**src/rtl/single_port_ram_controller.sv**
```systemverilog
// single_port_ram_controller: arbitrates write and read requests onto one RAM port
// and returns read data through a one-entry response register.
//
// Parameters:
//   WIDTH          data word width
//   DEPTH          number of RAM words
//   READ_LATENCY   RAM read latency, 0 or 1
//   ADDRESS_WIDTH  address width
// Ports:
//   clock, reset                  single clock, synchronous active-high reset
//   write_valid/ready/address/data          write request channel
//   read_request_valid/ready, read_address  read request channel
//   read_response_valid/ready/data          read response channel
//   memory_*                      single read-write RAM port
module single_port_ram_controller #(
    parameter int WIDTH         = 8,
    parameter int DEPTH         = 16,
    parameter int READ_LATENCY  = 1,
    parameter int ADDRESS_WIDTH = $clog2(DEPTH)
) (
    input  logic                     clock,
    input  logic                     reset,
    input  logic                     write_valid,
    output logic                     write_ready,
    input  logic [ADDRESS_WIDTH-1:0] write_address,
    input  logic [WIDTH-1:0]         write_data,
    input  logic                     read_request_valid,
    output logic                     read_request_ready,
    input  logic [ADDRESS_WIDTH-1:0] read_address,
    output logic                     read_response_valid,
    input  logic                     read_response_ready,
    output logic [WIDTH-1:0]         read_response_data,
    output logic                     memory_access_enable,
    output logic                     memory_write,
    output logic [ADDRESS_WIDTH-1:0] memory_address,
    output logic [WIDTH-1:0]         memory_write_data,
    input  logic [WIDTH-1:0]         memory_read_data
);
    typedef enum logic {IDLE, READ_PENDING} state_t;
    state_t state, state_next;
    logic prio_write, resp_valid, read_slot, contend, grant_write, grant_read, load;
    logic [WIDTH-1:0] resp_data;
    always_comb begin
        // a read may start only when idle and the response register frees up this cycle
        read_slot            = state == IDLE && (!resp_valid || read_response_ready);
        contend              = write_valid && read_request_valid && read_slot;
        write_ready          = !reset && (!contend || prio_write);
        read_request_ready   = !reset && read_slot && (!contend || !prio_write);
        grant_write          = write_valid && write_ready;
        grant_read           = read_request_valid && read_request_ready;
        memory_access_enable = grant_write || grant_read;
        memory_write         = grant_write;
        memory_address       = grant_write ? write_address : read_address;
        memory_write_data    = write_data;
        load                 = READ_LATENCY == 1 ? state == READ_PENDING : grant_read;
        state_next           = (READ_LATENCY == 1 && grant_read) ? READ_PENDING : IDLE;
    end
    assign read_response_valid = resp_valid && !reset;
    assign read_response_data  = resp_data;
    always_ff @(posedge clock) begin
        if (reset) begin
            state      <= IDLE;
            prio_write <= 1'b1;
            resp_valid <= 1'b0;
            resp_data  <= '0;
        end else begin
            state <= state_next;
            // favour the class that was not granted most recently
            if (grant_write || grant_read)
                prio_write <= grant_read;
            if (load) begin
                resp_valid <= 1'b1;
                resp_data  <= memory_read_data;
            end else if (resp_valid && read_response_ready)
                resp_valid <= 1'b0;
        end
    end
endmodule

```
**config.mk**
```make
export PLATFORM = sky130hd
export DESIGN_NAME = single_port_ram_controller
export DESIGN_NICKNAME = d
export VERILOG_FILES = /design/src/rtl/single_port_ram_controller.sv
export SDC_FILE = /design/constraint.sdc
export NUM_CORES = 1
export LEC_CHECK = 0
export ABC_CLOCK_PERIOD_IN_PS = 2000
export CELL_PAD_IN_SITES_DETAIL_PLACEMENT = 0
export CELL_PAD_IN_SITES_GLOBAL_PLACEMENT = 1
export CORE_MARGIN = 1.5
export CORE_UTILIZATION = 19
export DETAILED_ROUTE_END_ITERATION = 8
export PLACE_DENSITY_LB_ADDON = 0.1
export SLEW_MARGIN = 10
export SYNTH_ARGS = -nofsm -noshare
export SYNTH_HDL_FRONTEND = slang
export SYNTH_SLANG_ARGS = --single-unit
```
**constraint.sdc**
```tcl
create_clock -name clock -period 2 [get_ports clock]
set_input_delay 0.4 -clock clock [delete_from_list [all_inputs] [get_ports clock]]
set_output_delay 0.4 -clock clock [all_outputs]
set_load 0.05 [all_outputs]
```
== After elaboration in Yosys (flattened, before gate mapping) ==
Cells that the tools add are included.

* Mux-type cells: 4
* Bitwise operators: 1
* Reductions and logical operators: 19

{| class="wikitable"
|+ Operators by type and width
! kind !! number
|-
| $logic_and A1 B1 Y1 || 10
|-
| $logic_not A1 Y1 || 4
|-
| $logic_or A1 B1 Y1 || 4
|-
| $mux W4 || 1
|-
| $mux W1 || 3
|-
| $reduce_bool A2 Y1 || 1
|-
| $not A1 Y1 || 1
|}

* Bits in registers: 11
* Output and inout bits: 25

== Logic depth before layout (Yosys ltp) ==
* Depth after elaboration: 9
* Mapped depth: 4
* Gate-level depth less buffers: 3

== Worst setup path after synthesis ==
No wires, ideal clock.

* Path kind: register to output
* Start point: register state (netlist: load)
* End point: output port memory_access_enable
* Data arrival time: 1652 ps
* Slack: -52 ps
* Stages on the path, launching flop included: 5
* Path through: dfxtp_1 buf_6 nand2b_4 or2_2 a21oi_1

* Cells in the longest elaborated chain, start to end: 8

{| class="wikitable"
|+ Ends and longest elaborated chain
! element !! RTL line !! text
|-
| from (decl) || 40 || <nowiki>state_t state, state_next;</nowiki>
|-
| from (signal assigned) || 67 || <nowiki>state <= state_next;</nowiki>
|-
| $not A1 Y1 * || 45 || <nowiki>read_slot = state == IDLE && (!resp_valid || read_response_ready);</nowiki>
|-
| $logic_and A1 B1 Y1 * || 45 ||
|-
| $logic_and A1 B1 Y1 || 46 || <nowiki>contend = write_valid && read_request_valid && read_slot;</nowiki>
|-
| $logic_not A1 Y1 || 47, 48 ||
|-
| $logic_or A1 B1 Y1, on equally long branches || 47, 48 ||
|-
| $logic_and A1 B1 Y1, on equally long branches || 47, 48 ||
|-
| $logic_and A1 B1 Y1, on equally long branches || 49, 50 ||
|-
| $logic_or A1 B1 Y1 * || 51 || <nowiki>memory_access_enable = grant_write || grant_read;</nowiki>
|-
| to (decl) || 33 || <nowiki>output logic memory_access_enable,</nowiki>
|}

Mark *: on every way between the ends. The rest lies on a longest branch, timed or not.

== Final worst setup path ==
* Start point: register resp_valid
* End point: output port memory_address[0]

* Cells in the longest elaborated chain, start to end: 9

{| class="wikitable"
|+ Ends and longest elaborated chain
! element !! RTL line !! text
|-
| from (decl) || 41 || <nowiki>logic prio_write, resp_valid, read_slot, contend, grant_write, grant_read, load;</nowiki>
|-
| from (signal assigned) || 64 || <nowiki>resp_valid <= 1'b0;</nowiki>
|-
| from (signal assigned) || 72 || <nowiki>resp_valid <= 1'b1;</nowiki>
|-
| from (signal assigned) || 75 || <nowiki>resp_valid <= 1'b0;</nowiki>
|-
| $logic_not A1 Y1 || 45 ||
|-
| $logic_or A1 B1 Y1 || 45 ||
|-
| $logic_and A1 B1 Y1 || 45 ||
|-
| $logic_and A1 B1 Y1 || 46 ||
|-
| $logic_not A1 Y1 || 47 || <nowiki>write_ready = !reset && (!contend || prio_write);</nowiki>
|-
| $logic_or A1 B1 Y1 || 47 ||
|-
| $logic_and A1 B1 Y1 || 47 ||
|-
| $logic_and A1 B1 Y1 || 49 || <nowiki>grant_write = write_valid && write_ready;</nowiki>
|-
| $mux W4 || 53 || <nowiki>memory_address = grant_write ? write_address : read_address;</nowiki>
|-
| to (decl) || 35 || <nowiki>output logic [ADDRESS_WIDTH-1:0] memory_address,</nowiki>
|}

Every way passes these cells.

==> flow_summary_export.csv <==
group,metric,value,unit
finish,design.final.nets,129,
detailed_routing,route.final.wire_length,1410,um
global_routing,grt_util_all_layers,9.04,%
global_routing,antenna_found_initial,0,
synthesis,syn-mean-instance-area,9.84,um^2
detailed_routing,route.detailed.vias_per_inst,4.13,
detailed_routing,route.vias.total,537,
timing,timing.final.setup_violations,3,
clock_tree,path_clk_slew,0.06,ns
clock_tree,cts-buffers-inserted,3,
synthesis,synthesis.nets,87,
worst_setup_path,cell_breakdown_of_the_critical_path,"nor2b_4 > o311ai_4 > buf_4 > mux2_4 > buf_8",
finish,area_delta_synth_final,91.4,%
placement,postPlaceCellArea,1000,um^2
synthesis,synth_enable_flop_cells,0,
finish,instances_no_fill,130,
timing,setup_repair_after_global_routing_missed_its_margin,"yes",
floorplanning,top_level_ports,54,
detailed_routing,route.antenna.remaining_nets,0,
worst_setup_path,timing.critical_path.to_type,"primary output",
finish,post-route-cell-area,1090,um^2
placement,dp_hpwl,1090,um
synthesis,synth_seq_area_share,38.6,%
detailed_routing,drt-wirelength-per-cell,10.9,um
worst_setup_path,critical_path_peak_fanout,3,
status,violations,"design-rule violations, negative setup slack",
timing,final.period_utilization,101,%
placement,gp_congestion,0.697,
floorplanning,fp.dieArea,3340,um^2
synthesis,netlist_area,571,um^2
detailed_routing,drtIter0Drc,12,
clock_tree,clk_root_buffer_cell,"sky130_fd_sc_hd__clkbuf_4",
detailed_routing,drt_first_pass_iters,8,
power_and_ir_drop,peakVddDrop,0.260,mV
timing,worst_clock_skew,0.00338,ns
worst_setup_path,cp.required,1.60,ns
synthesis,netlist_instances,58,
timing,max-slew-margin-rel,66.2,%
global_routing,grt_max_degree,15,
finish,antennaDiodeCount,0,
worst_setup_path,timing.critical_path.max_delay_family,"buffers and inverters",
placement,dp_slack,-0.303,ns
synthesis,synth_seq_cells,11,
finish,mostFrequentLayoutCell,"sky130_fd_sc_hd__clkdlybuf4s50_1",
timing,fin_setup_tns,-0.0677,ns
timing,finalCriticalPeriod,2.03,ns
timing,max_freq,0.493,GHz
worst_setup_path,worst_path_max_delay_cell,"sky130_fd_sc_hd__dfxtp_2",
floorplanning,chipWidth,57.8,um
floorplanning,floorplan.rows,19,
power_and_ir_drop,cellPowerDensity,572,nW/um^2
synthesis,yosys_warnings,0,
detailed_routing,route.detailed.drc,4,
placement,buffer_ports.inserted,37,
worst_setup_path,max_stage_delay,0.32,ns
finish,n_fill_cell,294,
finish,finish.utilization,38.9,%
timing,final.setup.worst_slack,-0.0300,ns
floorplanning,floorplan.initialDensity,20.3,%
worst_setup_path,cp-start-kind,"flip-flop",
finish,drive_gt1_share,34.3,%
job,cap_violations,0,
clock_tree,clk_path_buf_depth,2,
floorplanning,die_height,57.8,um
global_routing,global_route_wire_length_before_repair,2330,um
worst_setup_path,type_of_the_worst_setup_path,"reg2out",
clock_tree,clock_tree.htree_level_count,1,
timing,finalHoldViolations,0,
power_and_ir_drop,power.total,625,uW
clock_tree,cts.hold.buffers_added,0,
clock_tree,clkLatencyLatePin,0.26,ns
clock_tree,cts_tree,"yes",
synthesis,postSynth.asyncResetShare,0,%
floorplanning,core_area,2810,um^2
synthesis,yosysUniqueCellTypes,18,
min_path,worst_hold_path_type,"reg2reg",
worst_setup_path,crit_arrival,1.63,ns
synthesis,synth-main-ff-cell,"sky130_fd_sc_hd__dfxtp_1",
timing,timing_worst_slew_pin_value,0.506,ns
power_and_ir_drop,leakage_power,0.454,nW
timing,whs,0.494,ns
global_routing,overall_overflow_remaining_after_global_route,0,
placement,post-place-cells,123,
worst_setup_path,path_buf_inv,2,
status,run_status,"complete, but fails checks",
timing,drv_slew,0,
clock_tree,cts_sinks,11,
global_routing,first_global_vias,549,
finish,final_cell_mix,"24 x sky130_fd_sc_hd__clkdlybuf4s50_1, 11 x sky130_fd_sc_hd__buf_4, 10 x sky130_fd_sc_hd__nor2_1",
==> layout make-up <==
type                    count  area, um^2  area share (%)
clock buffers               4        26.3            2.41
well taps                  31        38.8            3.55
flip-flops and latches     11         223            20.4
repair buffers             47         497            45.5
inverters                   3        11.3            1.03
multi-input cells          34         297            27.1
==> Yosys cell counts, drive strengths merged (2+ instances only) <==
cell type  number  share of area (%)
nor2           10                6.6
dfxtp          11                 39
nor2b           2                2.2
buf             9                 13
mux2i           8                 14
mux2            4                7.9
a21oi           2                1.8
inv             3                2.0
==> logic make-up (layout without fill, tap and decap cells) <==
| logic type | Yosys count | after routing | share of synthesized area (%) |
|---|---|---|---|
| flops | 11 | 11 | 38.6 |
| mux | 12 | 12 | 21.9 |
| compound gates | 5 | 5 | 9.21 |
| buf+inv | 13 | 54 | 15.1 |
| simple gates | 17 | 17 | 15.1 |
==> state kept, by name, summed over array words and instances (netlist names) <==
register	cells
read_response_data	8
load	1
prio_write	1
resp_valid	1
==> final timing paths <==
path,from,end,slack [ns],cells after the start
worst min register to register,read_response_data[7],read_response_data[7],0.49,2
worst max register to register,load,load,0.75,5
worst max-delay path,resp_valid,memory_address[0],-0.03,5
worst min-delay path,read_response_data[7],read_response_data[7],0.49,2
==> worst min-delay path, cell delays in order (launching register included) <==
cell and delay [ns]:
sky130_fd_sc_hd__dfxtp_1 0.33, sky130_fd_sc_hd__mux2i_1 0.06, sky130_fd_sc_hd__nor2_1 0.07
==> repair_timing <==
item | in CTS | in global routing
setup buffers | 3 | 0
resized for setup | 16 | 3
pin swaps | 2 | 2
setup endpoints to repair | 8 | 5
==> routing by layer <==
layer | part of all wire [%] | wire length, um | GRT usage (%) | up-vias
met2 | 51 | 721 | 15.6 | 24
met3 | 9.7 | 137 | 3.13 | 4
met1 | 38 | 544 | 9.74 | 240
met4 | 0.71 | 10 | 4.65 | 0
met5 | 0 | 0 | 0 | -
li1 | - | - | - | 269
==> where the power goes <==
group / total, mW / switching, mW / internal (mW)
Sequential: 0.238 / 0.00735 / 0.230
Combinational: 0.245 / 0.122 / 0.123
Clock: 0.142 / 0.0652 / 0.0769
No activity file was read; power rests on OpenSTA's default activity.
